==> src/rtl/ulpi_reg_sched.sv <==
// ulpi_reg_sched
//   Schedules ULPI register operations. After reset it waits for the ULPI
//   engine to be ready, runs a two-entry init ROM, then serves two clients
//   (A and B) with round-robin arbitration. Failed operations are retried
//   with two idle cycles between attempts; a missing response is handled by
//   a saturating timeout counter.
//
// Ports
//   CLK_60M, NRST_A_USB        : ULPI clock, asynchronous active-low reset
//   READY, REG_DONE, REG_FAIL  : ULPI engine status / completion
//   REG_DATA_O                 : read data, valid with REG_DONE
//   REG_EN/RW/ADDR/DATA_I      : operation request to the ULPI engine
//   A_*/B_* inputs             : client requests (REQ held until ACK)
//   A_ACK/B_ACK, A_ERR/B_ERR   : one-cycle completion pulse with error flag
//   RDATA                      : read result, valid with either ACK
//   INIT_DONE, INIT_ERR        : sticky init status
module ulpi_reg_sched #(
    parameter int unsigned MAX_RETRY = 3,
    parameter int unsigned TIMEOUT   = 255,
    parameter logic [7:0]  INIT_FC   = 8'h45
) (
    input  logic       CLK_60M,
    input  logic       NRST_A_USB,
    input  logic       READY,
    input  logic       REG_DONE,
    input  logic       REG_FAIL,
    input  logic [7:0] REG_DATA_O,
    output logic       REG_EN,
    output logic       REG_RW,
    output logic [5:0] REG_ADDR,
    output logic [7:0] REG_DATA_I,
    input  logic       A_REQ,
    input  logic       B_REQ,
    input  logic       A_RW,
    input  logic       B_RW,
    input  logic [5:0] A_ADDR,
    input  logic [5:0] B_ADDR,
    input  logic [7:0] A_WDATA,
    input  logic [7:0] B_WDATA,
    output logic       A_ACK,
    output logic       B_ACK,
    output logic       A_ERR,
    output logic       B_ERR,
    output logic [7:0] RDATA,
    output logic       INIT_DONE,
    output logic       INIT_ERR
);

    typedef enum logic [2:0] {
        BOOT, INIT_ISSUE, INIT_WAIT, ARB, ISSUE, WAIT, RESP
    } state_t;

    localparam logic [2:0] MAX_RETRY_L = 3'(MAX_RETRY);
    localparam logic [7:0] TIMEOUT_L   = 8'(TIMEOUT);

    // Init ROM: OTG Control cleared first, then Function Control.
    localparam logic [5:0] ROM_ADDR [2] = '{6'h0A, 6'h04};
    localparam logic [7:0] ROM_DATA [2] = '{8'h00, INIT_FC};

    state_t     state_q, state_d;
    logic [1:0] boot_cnt_q, boot_cnt_d;
    logic       init_idx_q, init_idx_d;
    logic [2:0] retry_q, retry_d;
    logic [7:0] tmo_q, tmo_d;
    logic [1:0] idle_q, idle_d;
    logic       op_rw_q, op_rw_d;
    logic [5:0] op_addr_q, op_addr_d;
    logic [7:0] op_wdata_q, op_wdata_d;
    logic [7:0] rdata_q, rdata_d;
    logic       err_q, err_d;
    logic       last_b_q, last_b_d;   // last granted client; also the one being served
    logic       init_done_q, init_done_d;
    logic       init_err_q, init_err_d;

    logic op_ok, op_bad, retry_left, pick_b;

    // DONE has priority over FAIL and over an expiring timeout.
    assign op_ok      = REG_DONE;
    assign op_bad     = !REG_DONE && (REG_FAIL || (tmo_q >= TIMEOUT_L));
    assign retry_left = (retry_q < MAX_RETRY_L);
    // B wins only if A is idle or A was the last one granted.
    assign pick_b     = B_REQ && (!A_REQ || !last_b_q);

    always_ff @(posedge CLK_60M or negedge NRST_A_USB) begin
        if (!NRST_A_USB) begin
            state_q     <= BOOT;
            boot_cnt_q  <= '0;
            init_idx_q  <= 1'b0;
            retry_q     <= '0;
            tmo_q       <= '0;
            idle_q      <= '0;
            op_rw_q     <= 1'b0;
            op_addr_q   <= '0;
            op_wdata_q  <= '0;
            rdata_q     <= '0;
            err_q       <= 1'b0;
            last_b_q    <= 1'b1;
            init_done_q <= 1'b0;
            init_err_q  <= 1'b0;
        end else begin
            state_q     <= state_d;
            boot_cnt_q  <= boot_cnt_d;
            init_idx_q  <= init_idx_d;
            retry_q     <= retry_d;
            tmo_q       <= tmo_d;
            idle_q      <= idle_d;
            op_rw_q     <= op_rw_d;
            op_addr_q   <= op_addr_d;
            op_wdata_q  <= op_wdata_d;
            rdata_q     <= rdata_d;
            err_q       <= err_d;
            last_b_q    <= last_b_d;
            init_done_q <= init_done_d;
            init_err_q  <= init_err_d;
        end
    end

    always_comb begin
        state_d     = state_q;
        boot_cnt_d  = boot_cnt_q;
        init_idx_d  = init_idx_q;
        retry_d     = retry_q;
        tmo_d       = tmo_q;
        idle_d      = idle_q;
        op_rw_d     = op_rw_q;
        op_addr_d   = op_addr_q;
        op_wdata_d  = op_wdata_q;
        rdata_d     = rdata_q;
        err_d       = err_q;
        last_b_d    = last_b_q;
        init_done_d = init_done_q;
        init_err_d  = init_err_q;
        REG_EN      = 1'b0;

        case (state_q)
            BOOT: begin
                if (!READY) begin
                    boot_cnt_d = '0;
                end else if (boot_cnt_q == 2'd3) begin
                    // Fourth consecutive READY cycle: start the ROM.
                    boot_cnt_d = '0;
                    init_idx_d = 1'b0;
                    retry_d    = '0;
                    idle_d     = '0;
                    op_rw_d    = 1'b1;
                    op_addr_d  = ROM_ADDR[0];
                    op_wdata_d = ROM_DATA[0];
                    state_d    = INIT_ISSUE;
                end else begin
                    boot_cnt_d = boot_cnt_q + 2'd1;
                end
            end

            INIT_ISSUE, ISSUE: begin
                if (idle_q != 2'd0) begin
                    idle_d = idle_q - 2'd1;
                end else if (READY) begin
                    REG_EN  = 1'b1;
                    tmo_d   = '0;
                    state_d = (state_q == INIT_ISSUE) ? INIT_WAIT : WAIT;
                end
            end

            INIT_WAIT, WAIT: begin
                if (tmo_q < TIMEOUT_L) begin
                    tmo_d = tmo_q + 8'd1;
                end
                if (op_ok || (op_bad && !retry_left)) begin
                    if (state_q == INIT_WAIT) begin
                        if (!op_ok) begin
                            // Final failure skips the rest of the ROM.
                            init_err_d  = 1'b1;
                            init_done_d = 1'b1;
                            state_d     = ARB;
                        end else if (init_idx_q) begin
                            init_done_d = 1'b1;
                            state_d     = ARB;
                        end else begin
                            init_idx_d = 1'b1;
                            retry_d    = '0;
                            idle_d     = '0;
                            op_rw_d    = 1'b1;
                            op_addr_d  = ROM_ADDR[1];
                            op_wdata_d = ROM_DATA[1];
                            state_d    = INIT_ISSUE;
                        end
                    end else begin
                        err_d   = !op_ok;
                        rdata_d = (op_ok && !op_rw_q) ? REG_DATA_O : 8'h00;
                        state_d = RESP;
                    end
                end else if (op_bad) begin
                    retry_d = retry_q + 3'd1;
                    idle_d  = 2'd2;
                    state_d = (state_q == INIT_WAIT) ? INIT_ISSUE : ISSUE;
                end
            end

            ARB: begin
                if (init_done_q && READY && (A_REQ || B_REQ)) begin
                    last_b_d   = pick_b;
                    op_rw_d    = pick_b ? B_RW    : A_RW;
                    op_addr_d  = pick_b ? B_ADDR  : A_ADDR;
                    op_wdata_d = pick_b ? B_WDATA : A_WDATA;
                    retry_d    = '0;
                    idle_d     = '0;
                    state_d    = ISSUE;
                end
            end

            RESP: begin
                state_d = ARB;
            end

            default: begin
                state_d = BOOT;
            end
        endcase
    end

    assign REG_RW     = op_rw_q;
    assign REG_ADDR   = op_addr_q;
    assign REG_DATA_I = op_wdata_q;
    assign A_ACK      = (state_q == RESP) && !last_b_q;
    assign B_ACK      = (state_q == RESP) && last_b_q;
    assign A_ERR      = A_ACK && err_q;
    assign B_ERR      = B_ACK && err_q;
    assign RDATA      = (state_q == RESP) ? rdata_q : 8'h00;
    assign INIT_DONE  = init_done_q;
    assign INIT_ERR   = init_err_q;

endmodule

==> config.mk <==
export PLATFORM = sky130hd
export DESIGN_NAME = ulpi_reg_sched
export DESIGN_NICKNAME = d
export VERILOG_FILES = /design/src/rtl/ulpi_reg_sched.sv
export SDC_FILE = /design/constraint.sdc
export NUM_CORES = 1
export LEC_CHECK = 0
export ABC_AREA = 1
export ABC_CLOCK_PERIOD_IN_PS = 2300
export CAP_MARGIN = 20
export CORE_MARGIN = 2
export CORE_UTILIZATION = 25
export DETAILED_ROUTE_END_ITERATION = 16
export PLACE_DENSITY = 0.47
export SLEW_MARGIN = 5
export SYNTH_ARGS = -nofsm -noshare
export SYNTH_HDL_FRONTEND = slang
export SYNTH_SLANG_ARGS = --single-unit
==> constraint.sdc <==
create_clock -name CLK_60M -period 2.3 [get_ports CLK_60M]
set_input_delay 0.345 -clock CLK_60M [delete_from_list [all_inputs] [get_ports CLK_60M]]
set_output_delay 0.345 -clock CLK_60M [all_outputs]
set_load 0.01 [all_outputs]
==> results.json, run 1 <==
{
  "port_buffers": 74,
  "crit_slowest_cell": "clkdlybuf4s50_1",
  "track_usage": 0.127,
  "layout-drive-gt1-share": 0.136,
  "fin_crit_sh": 0.916,
  "place_inst": 556,
  "num_rows": 37,
  "setup_tns_ns": 0,
  "rsz0062_at_grt": "no",
  "leakage_nw": 1.70,
  "die_area_um2": 11500,
  "p_switching_mw": 0.325,
  "first_iter_violations": 52,
  "reg2reg_from": "tmo_q[1]",
  "hold_buffers": 0,
  "post-place-ws_ns": 0.0574,
  "max-cap-violations": 0,
  "criticalPathCategory": "reg2out",
  "num-nets-final": 476,
  "fin_skew_ns": 0.00561,
  "grt_antenna_before_repair": 0,
  "r2r-end": "rdata_q[4]",
  "grt-ovfl-total": 0,
  "ys_seq_area_frac": 0.431,
  "maxSlewViolCount": 0,
  "die_x_um": 107,
  "p_sw_frac": 0.227,
  "via_per_inst": 4.37,
  "die_y_um": 107,
  "avgSynthCellArea_um2": 7.73,
  "worst-slew-pin-transition_ns": 0.408,
  "cp-start-kind": "flop",
  "clk_pin_slew_ns": 0.08,
  "core_region_area_um2": 10400,
  "multi_input_area_um2": 1290,
  "slowest_delay_ns": 0.56,
  "cp-end-kind": "primary output",
  "drt_pass1_iterations": 4,
  "grt_max_degree": 47,
  "min_period_ns": 2.11,
  "holdWs_ns": 0.0238,
  "critPathMaxFanout": 13,
  "combPwrFrac": 0.104,
  "cts_num_sinks": 46,
  "wl_per_cell_um": 12.3,
  "max_freq_ghz": 0.475,
  "route.detailed.drc": 0,
  "clk_path_buf_depth": 2,
  "pin_count": 75,
  "synth_cell_types": 33,
  "vias": 2463,
  "pwr-share-seq": 0.564,
  "p_int_mw": 1.11,
  "clock_latency_ns": 0.29,
  "relSlewSlack": 0.728,
  "syn_area_um2": 2670,
  "drt-total-wl_um": 6910,
  "status": "finished clean",
  "min_path_type": "in2async",
  "critPathArrivalTime_ns": 1.76,
  "finalHoldViolations": 0,
  "setup_slack_ns": 0.193,
  "fin_area_um2": 3690,
  "post-route-util": 0.356,
  "p_clk_frac": 0.331,
  "critical_path_required_ns": 1.96,
  "htreeDepth": 2,
  "n_antenna_cell": 0,
  "timing.critical_path.cells": "nand2_1 > inv_1 > nand2_4 > nor3_1 > clkdlybuf4s50_1",
  "placed_cell_area_um2": 3600,
  "finalWeightedCongestion": 0.855,
  "finalPower_mw": 1.43,
  "dp_hpwl_um": 5360,
  "ant_nets": 0,
  "cts_buffers": 5,
  "power_density_nw_per_um2": 389,
  "synth-seq-cells": 46,
  "fillCellCount": 1160,
  "syn_inst": 346,
  "rr_worst_depth": 9,
  "ctsRootBufferMaster": "clkbuf_8",
  "area_growth_pct": 38.0,
  "first_global_vias": 2526,
  "vdd_ir_drop_max_v": 0.000157,
  "ff2ff_setup_slack_ns": 0.43,
  "seq_area_um2": 1160,
  "setup_viol_count_final": 0,
  "yosysWarnings": 0,
  "grt_pass1_wl_um": 11800,
  "cts_tree": "built",
  "initial_utilization": 0.258,
  "syn_nets": 395,
  "fin_cells": 563
}
[cell families after synthesis]
logic type                 synth area share
DFF                                   0.431
xor gates and xnor gates             0.0197
and+or+nand+nor                       0.264
AOI/OAI and AO/OA                     0.179
adders and majority gates            0.0187
buffers and inverters                0.0875
[timing repair]
item                       4_1_cts  5_1_grt
setup endpoints to repair       13        6
gates resized for setup          4        2
setup buffers                    0        0
[power by group through the flow]
stage	registers [mW]	logic [mW]	clock network, mW
global placement	0.825	0.153	0
detailed placement	0.825	0.153	0
CTS	0.809	0.153	0.496
floorplan	0.826	0.0387	0
finish	0.809	0.150	0.475
global route	0.809	0.165	0.532
[layout make-up]
class | count | share of cell area
multi-input combinational | 243 | 0.351
sequential | 46 | 0.313
timing repair buffer | 82 | 0.219
inverter | 49 | 0.0499
clock buffer | 7 | 0.0207
tap | 136 | 0.0461
[worst max path at each step]
stage / to / slack, ns / cells after the start / start
2_1_floorplan: rdata_q[0] / 0.69 / 11 / tmo_q[1]
3_3_place_gp: REG_EN / 0.05 / 6 / READY
3_5_place_dp: REG_EN / 0.06 / 6 / READY
4_1_cts: B_ERR / 0.11 / 5 / state_q[1]
5_1_grt: B_ERR / 0.06 / 5 / state_q[2]
6_report: B_ERR / 0.19 / 5 / state_q[2]
[sequential cells by signal, indices dropped and copies added, names as in the netlist]
register and count:
retry_q 3, last_b_q 1, idle_q 2, state_q 3, REG_ADDR 6, rdata_q 8
INIT_ERR 1, INIT_DONE 1, boot_cnt_q 2, REG_RW 1, err_q 1, tmo_q 8
init_idx_q 1, REG_DATA_I 8
[synth_stat cells, drive strengths merged]
library cell,number,area share
a21oi,15,0.031
inv,49,0.069
xnor2,1,0.0033
o21a,3,0.0084
nor3,5,0.0094
clkbuf,4,0.0061
nand2,82,0.13
dfrtp,45,0.42
o21bai,9,0.025
nand4,2,0.0047
o31ai,9,0.025
ha,4,0.019
xor2,5,0.016
nor2,42,0.073
o21ai,44,0.087
buf,4,0.013
or2,5,0.012
nand3,16,0.040
dfstp,1,0.0098
o22ai,1,0.0023
[per-layer routing]
layer  track usage  wire length [um]  vias to the layer above
met5             0                 0                        -
met4        0.0412                97                        0
met3        0.0351               424                        7
met2         0.199              2980                       68
met1         0.170              3410                     1110
li1              -                 -                     1278
[layout by cell type (no fill, tap or decap), types with 12 or more instances in the layout]
cell,count
o21ai_1,18
clkdlybuf4s50_1,72
nand2_1,72
nand3_1,12
o21ai_0,23
a21oi_1,13
dfrtp_1,42
inv_1,40
nor2_1,35
[critical path, delay by kind of cell, from the launching register on]
| kind | cells | cell delay, ns |
|---|---|---|
| buffers and inverters | 2 | 0.66 |
| flip-flops | 1 | 0.44 |
| AND/OR/NAND/NOR | 3 | 0.36 |
Power figures use the tool's default switching activity.
==> run 2: changes to the inputs <==
--- a/config.mk
+++ b/config.mk
@@ -9,5 +9,4 @@
 export ABC_CLOCK_PERIOD_IN_PS = 2300
 export CAP_MARGIN = 20
-export CORE_MARGIN = 2
 export CORE_UTILIZATION = 25
 export DETAILED_ROUTE_END_ITERATION = 16
==> constraint.sdc (replaced) <==
create_clock -name CLK_60M -period 2.3 [get_ports CLK_60M]
set_input_delay 0.345 -clock CLK_60M [delete_from_list [all_inputs] [get_ports CLK_60M]]
set_output_delay 0.345 -clock CLK_60M [all_outputs]
set_load 0.1 [all_outputs]
==> run 2 against run 1 <==
Against the previous run:
- sequential share of layout area shrank 0.95 points
- cell area grew 2.8%
- cell count shrank 0.53%
- fmax shrank 1.9%
- critical path depth grew 1
- clock skew is essentially flat
- power grew 9.5%
- hold slack gained 0.44 ns
- largest cell class unchanged
- highest routed layer unchanged
==> results.json, run 2 (same netlist as run 1, synthesis figures left out) <==
{
  "final_common_cell": "nand2_1",
  "cp-end-kind": "primary output",
  "finalWeightedCongestion": 0.813,
  "clock_latency_ns": 0.30,
  "initial_utilization": 0.259,
  "finalHoldViolations": 0,
  "maxSlewViolCount": 0,
  "ctsRootBufferMaster": "clkbuf_8",
  "layout-drive-gt1-share": 0.219,
  "reg2reg_from": "tmo_q[1]",
  "status": "finished clean",
  "worst-slew-pin-transition_ns": 0.435,
  "p_int_mw": 1.21,
  "first_iter_violations": 100,
  "vdd_ir_drop_max_v": 0.000203,
  "grt_max_degree": 34,
  "wl_per_cell_um": 12.4,
  "fin_crit_sh": 0.934,
  "cts_tree": "built",
  "track_usage": 0.131,
  "cts_num_sinks": 46,
  "num_rows": 37,
  "clk_pin_slew_ns": 0.09,
  "port_buffers": 74,
  "power_density_nw_per_um2": 414,
  "fin_area_um2": 3790,
  "grt_pass1_wl_um": 11500,
  "critPathArrivalTime_ns": 1.80,
  "n_antenna_cell": 0,
  "relSlewSlack": 0.710,
  "place_inst": 551,
  "critPathMaxFanout": 10,
  "grt_antenna_before_repair": 0,
  "critical_path_required_ns": 1.96,
  "setup_tns_ns": 0,
  "min_period_ns": 2.15,
  "pwr-share-seq": 0.516,
  "htreeDepth": 2,
  "criticalPathCategory": "reg2out",
  "ant_nets": 0,
  "post_cts_buffers": 0,
  "layout_common_cells": "nand2_1, dfrtp_1, clkdlybuf4s50_1",
  "drt_pass1_iterations": 4,
  "p_sw_frac": 0.227,
  "area_growth_pct": 41.8,
  "setup_viol_count_final": 0,
  "fin_skew_ns": 0.00541,
  "cts_buffers": 5,
  "leakage_nw": 1.77,
  "route.detailed.drc": 0,
  "num-nets-final": 472,
  "via_per_inst": 4.30,
  "max-cap-violations": 0,
  "die_area_um2": 11100,
  "core_region_area_um2": 10300,
  "p_switching_mw": 0.356,
  "combPwrFrac": 0.096,
  "placed_cell_area_um2": 3670,
  "post-route-util": 0.367,
  "dp_hpwl_um": 5540,
  "rsz0062_at_grt": "no",
  "die_x_um": 105,
  "ff2ff_setup_slack_ns": 0.37,
  "p_clk_frac": 0.389,
  "vias": 2407,
  "min_path_type": "in2async",
  "holdWs_ns": 0.467,
  "pin_count": 75,
  "grt-ovfl-total": 0,
  "die_y_um": 105,
  "max_freq_ghz": 0.466,
  "clk_path_buf_depth": 2,
  "r2r-end": "rdata_q[0]",
  "drt-total-wl_um": 6930,
  "rr_worst_depth": 9,
  "cp-start-kind": "flop",
  "fin_cells": 560,
  "first_global_vias": 2349
}
-- run 2: cell type report --
cell class                 count  area, um^2
fill                        1081        6530
clock inverter                 3        40.0
inverter                      49         184
timing repair buffer          78         856
tap                          136         170
sequential                    46        1150
clock buffer                   5        68.8
multi-input combinational    243        1320
-- run 2: worst max path at each step --
stage                          start             to  cells after the start  slack [ns]
final                     state_q[2]         REG_EN                      6        0.15
after floorplan           state_q[2]          A_ERR                      4       -0.75
after detailed placement    REG_DONE  REG_DATA_I[0]                      8        0.26
after global placement         READY         REG_EN                      6        0.28
after CTS                 state_q[2]         REG_EN                      6        0.07
after global routing      state_q[0]         REG_EN                      7        0.01
-- run 2: through the flow --
stage / setup slack [ns] / power [mW]
detailed placement: 0.259 / 0.978
finish: 0.152 / 1.57
global placement: 0.280 / 0.977
floorplan: -0.755 / 0.871
global route: 0.0114 / 1.64
CTS: 0.0738 / 1.60
-- run 2: what timing repair did --
| action | 4_1_cts | 5_1_grt |
|---|---|---|
| hold endpoints to repair | 13 | 0 |
| resized for setup | 0 | 1 |
| hold buffers | 1 | 0 |
| endpoints found under the setup margin | 0 | 1 |
-- run 2: metal layers --
| metal | vias up | wire length, um | GRT usage | share of wire |
|---|---|---|---|---|
| met5 | - | 0 | 0 | 0 |
| met4 | 0 | 55 | 0.0362 | 0.0079 |
| met3 | 6 | 437 | 0.0408 | 0.063 |
| met2 | 79 | 3200 | 0.214 | 0.46 |
| met1 | 1052 | 3240 | 0.167 | 0.47 |
| li1 | 1270 | - | - | - |
-- run 2: worst max-delay path, cell delays in order (launching register included) --
cell and delay, ns:
dfrtp_1 0.50, inv_2 0.10, nand3_2 0.17, nand2_4 0.13, o21ai_1 0.33, nor2_2 0.09
buf_12 0.18
-- run 2: power groups by stage --
stage	Clock [mW]	Sequential [mW]	Combinational [mW]
2_1_floorplan	0	0.832	0.0387
3_3_place_gp	0	0.826	0.152
3_5_place_dp	0	0.826	0.152
4_1_cts	0.637	0.810	0.154
5_1_grt	0.664	0.810	0.166
6_report	0.610	0.810	0.150
==> run 3: changes to the inputs <==
TNS_END_PERCENT = 5   (was not set)
==> run 3 against run 2 <==
Against the previous run:
- sequential share of layout area increased by 0.40 points
- clock skew is 0.00072 ns lower
- setup slack worse by 0.024 ns
- sequential power hardly changed
- combinational power about the same
- highest routed layer unchanged
- critical path depth is 1 higher
- hold slack got worse by 0.094 ns
- fmax is 1.1% lower
- largest cell class unchanged
- register-to-register slack improved by 0.05 ns
- critical path type unchanged
==> results.json, run 3 (same netlist as run 1, synthesis figures left out) <==
{
  "critPathArrivalTime_ns": 1.83,
  "die_area_um2": 11100,
  "dp_hpwl_um": 5430,
  "fin_crit_sh": 0.944,
  "via_per_inst": 4.36,
  "port_buffers": 74,
  "ant_nets": 0,
  "die_y_um": 105,
  "vdd_ir_drop_max_v": 0.000215,
  "pwr-share-seq": 0.561,
  "initial_utilization": 0.259,
  "fin_area_um2": 3750,
  "setup_slack_ns": 0.129,
  "track_usage": 0.132,
  "grt_antenna_before_repair": 0,
  "final_common_cell": "nand2_1",
  "cp-end-kind": "primary output",
  "num-nets-final": 474,
  "max-cap-violations": 0,
  "setup_viol_count_final": 0,
  "drt_pass1_iterations": 4,
  "placed_cell_area_um2": 3650,
  "wl_per_cell_um": 12.1,
  "rsz0062_at_grt": "yes",
  "num_rows": 37,
  "p_sw_frac": 0.229,
  "area_growth_pct": 40.1,
  "p_int_mw": 1.11,
  "combPwrFrac": 0.105,
  "status": "finished clean",
  "finalPower_mw": 1.44,
  "critPathMaxFanout": 6,
  "max_freq_ghz": 0.461,
  "grt_pass1_wl_um": 11800,
  "grt-ovfl-total": 0,
  "clk_path_buf_depth": 2,
  "place_inst": 553,
  "p_clk_frac": 0.334,
  "relSlewSlack": 0.712,
  "cts_buffers": 5,
  "cts_num_sinks": 46,
  "n_antenna_cell": 0,
  "layout-drive-gt1-share": 0.192,
  "cp-start-kind": "flop",
  "drt-total-wl_um": 6830,
  "fin_skew_ns": 0.00469,
  "leakage_nw": 1.76,
  "ctsRootBufferMaster": "clkbuf_8",
  "min_period_ns": 2.17,
  "worst-slew-pin-transition_ns": 0.431,
  "first_global_vias": 2428,
  "layout_common_cells": "nand2_1, dfrtp_1, clkdlybuf4s50_1",
  "core_region_area_um2": 10300,
  "grt_max_degree": 25,
  "maxSlewViolCount": 0,
  "route.detailed.drc": 0,
  "finalHoldViolations": 0,
  "cts_tree": "built",
  "die_x_um": 105,
  "p_switching_mw": 0.330,
  "fin_cells": 562,
  "min_path_type": "in2async",
  "pin_count": 75,
  "criticalPathCategory": "reg2out",
  "htreeDepth": 2,
  "finalWeightedCongestion": 0.762,
  "vias": 2451,
  "clk_pin_slew_ns": 0.08,
  "post-route-util": 0.363,
  "critical_path_required_ns": 1.96,
  "power_density_nw_per_um2": 385,
  "clock_latency_ns": 0.29,
  "post-place-ws_ns": 0.183,
  "first_iter_violations": 63
}
## run 3: path summary, 6_finish.rpt
path	endpoint	depth (start not counted)	start	slack [ns]
worst max-delay path	REG_EN	7	state_q[2]	0.13
worst min-delay path	rdata_q[4]	2	NRST_A_USB	0.37
worst max register to register	rdata_q[3]	9	tmo_q[1]	0.42
worst min register to register	idle_q[1]	2	idle_q[1]	0.48
max in group asynchronous	last_b_q	3	NRST_A_USB	1.37
min in group CLK_60M	idle_q[1]	2	idle_q[1]	0.48
## run 3: timing repair
action,CTS,global route
buffers inserted,0,0
hold buffers,1,0
resized for setup,0,1
setup endpoints to repair,0,3
hold endpoints to repair,2,0
## run 3: layer usage
metal,GRT usage,vias up,part of all wire
met5,0,-,0
met3,0.0334,5,0.047
li1,-,1273,-
met4,0.0302,0,0.0089
met2,0.208,51,0.46
met1,0.182,1122,0.49
## run 3: worst max-delay path, cell delays in order (launching register included)
cell     delay (ns)
dfrtp_1        0.50
inv_2          0.10
nand3_1        0.11
nand2_1        0.10
o21ai_1        0.12
o21ai_1        0.15
nor2_1         0.24
buf_12         0.21
## run 3: final cells by class
class | count | area [um^2]
fillers | 1104 | 6580
multi-input cells | 243 | 1290
flip-flops and latches | 46 | 1150
repair buffers | 80 | 871
inverters | 49 | 184
well taps | 136 | 170
clock buffers | 8 | 80.1
## run 3: power groups by stage
stage | combinational [mW] | sequential [mW] | clock (mW)
floorplan | 0.0387 | 0.832 | 0
finish | 0.151 | 0.809 | 0.482
global placement | 0.153 | 0.826 | 0
CTS | 0.156 | 0.809 | 0.508
detailed placement | 0.154 | 0.825 | 0
global route | 0.168 | 0.810 | 0.545
## run 3: per-stage QoR
stage	setup TNS, ns	hold slack, ns
2_1_floorplan	-3.61	0.0494
3_3_place_gp	0	0.147
3_5_place_dp	0	0.149
4_1_cts	0	0.369
5_1_grt	-0.204	0.387
6_report	0	0.373
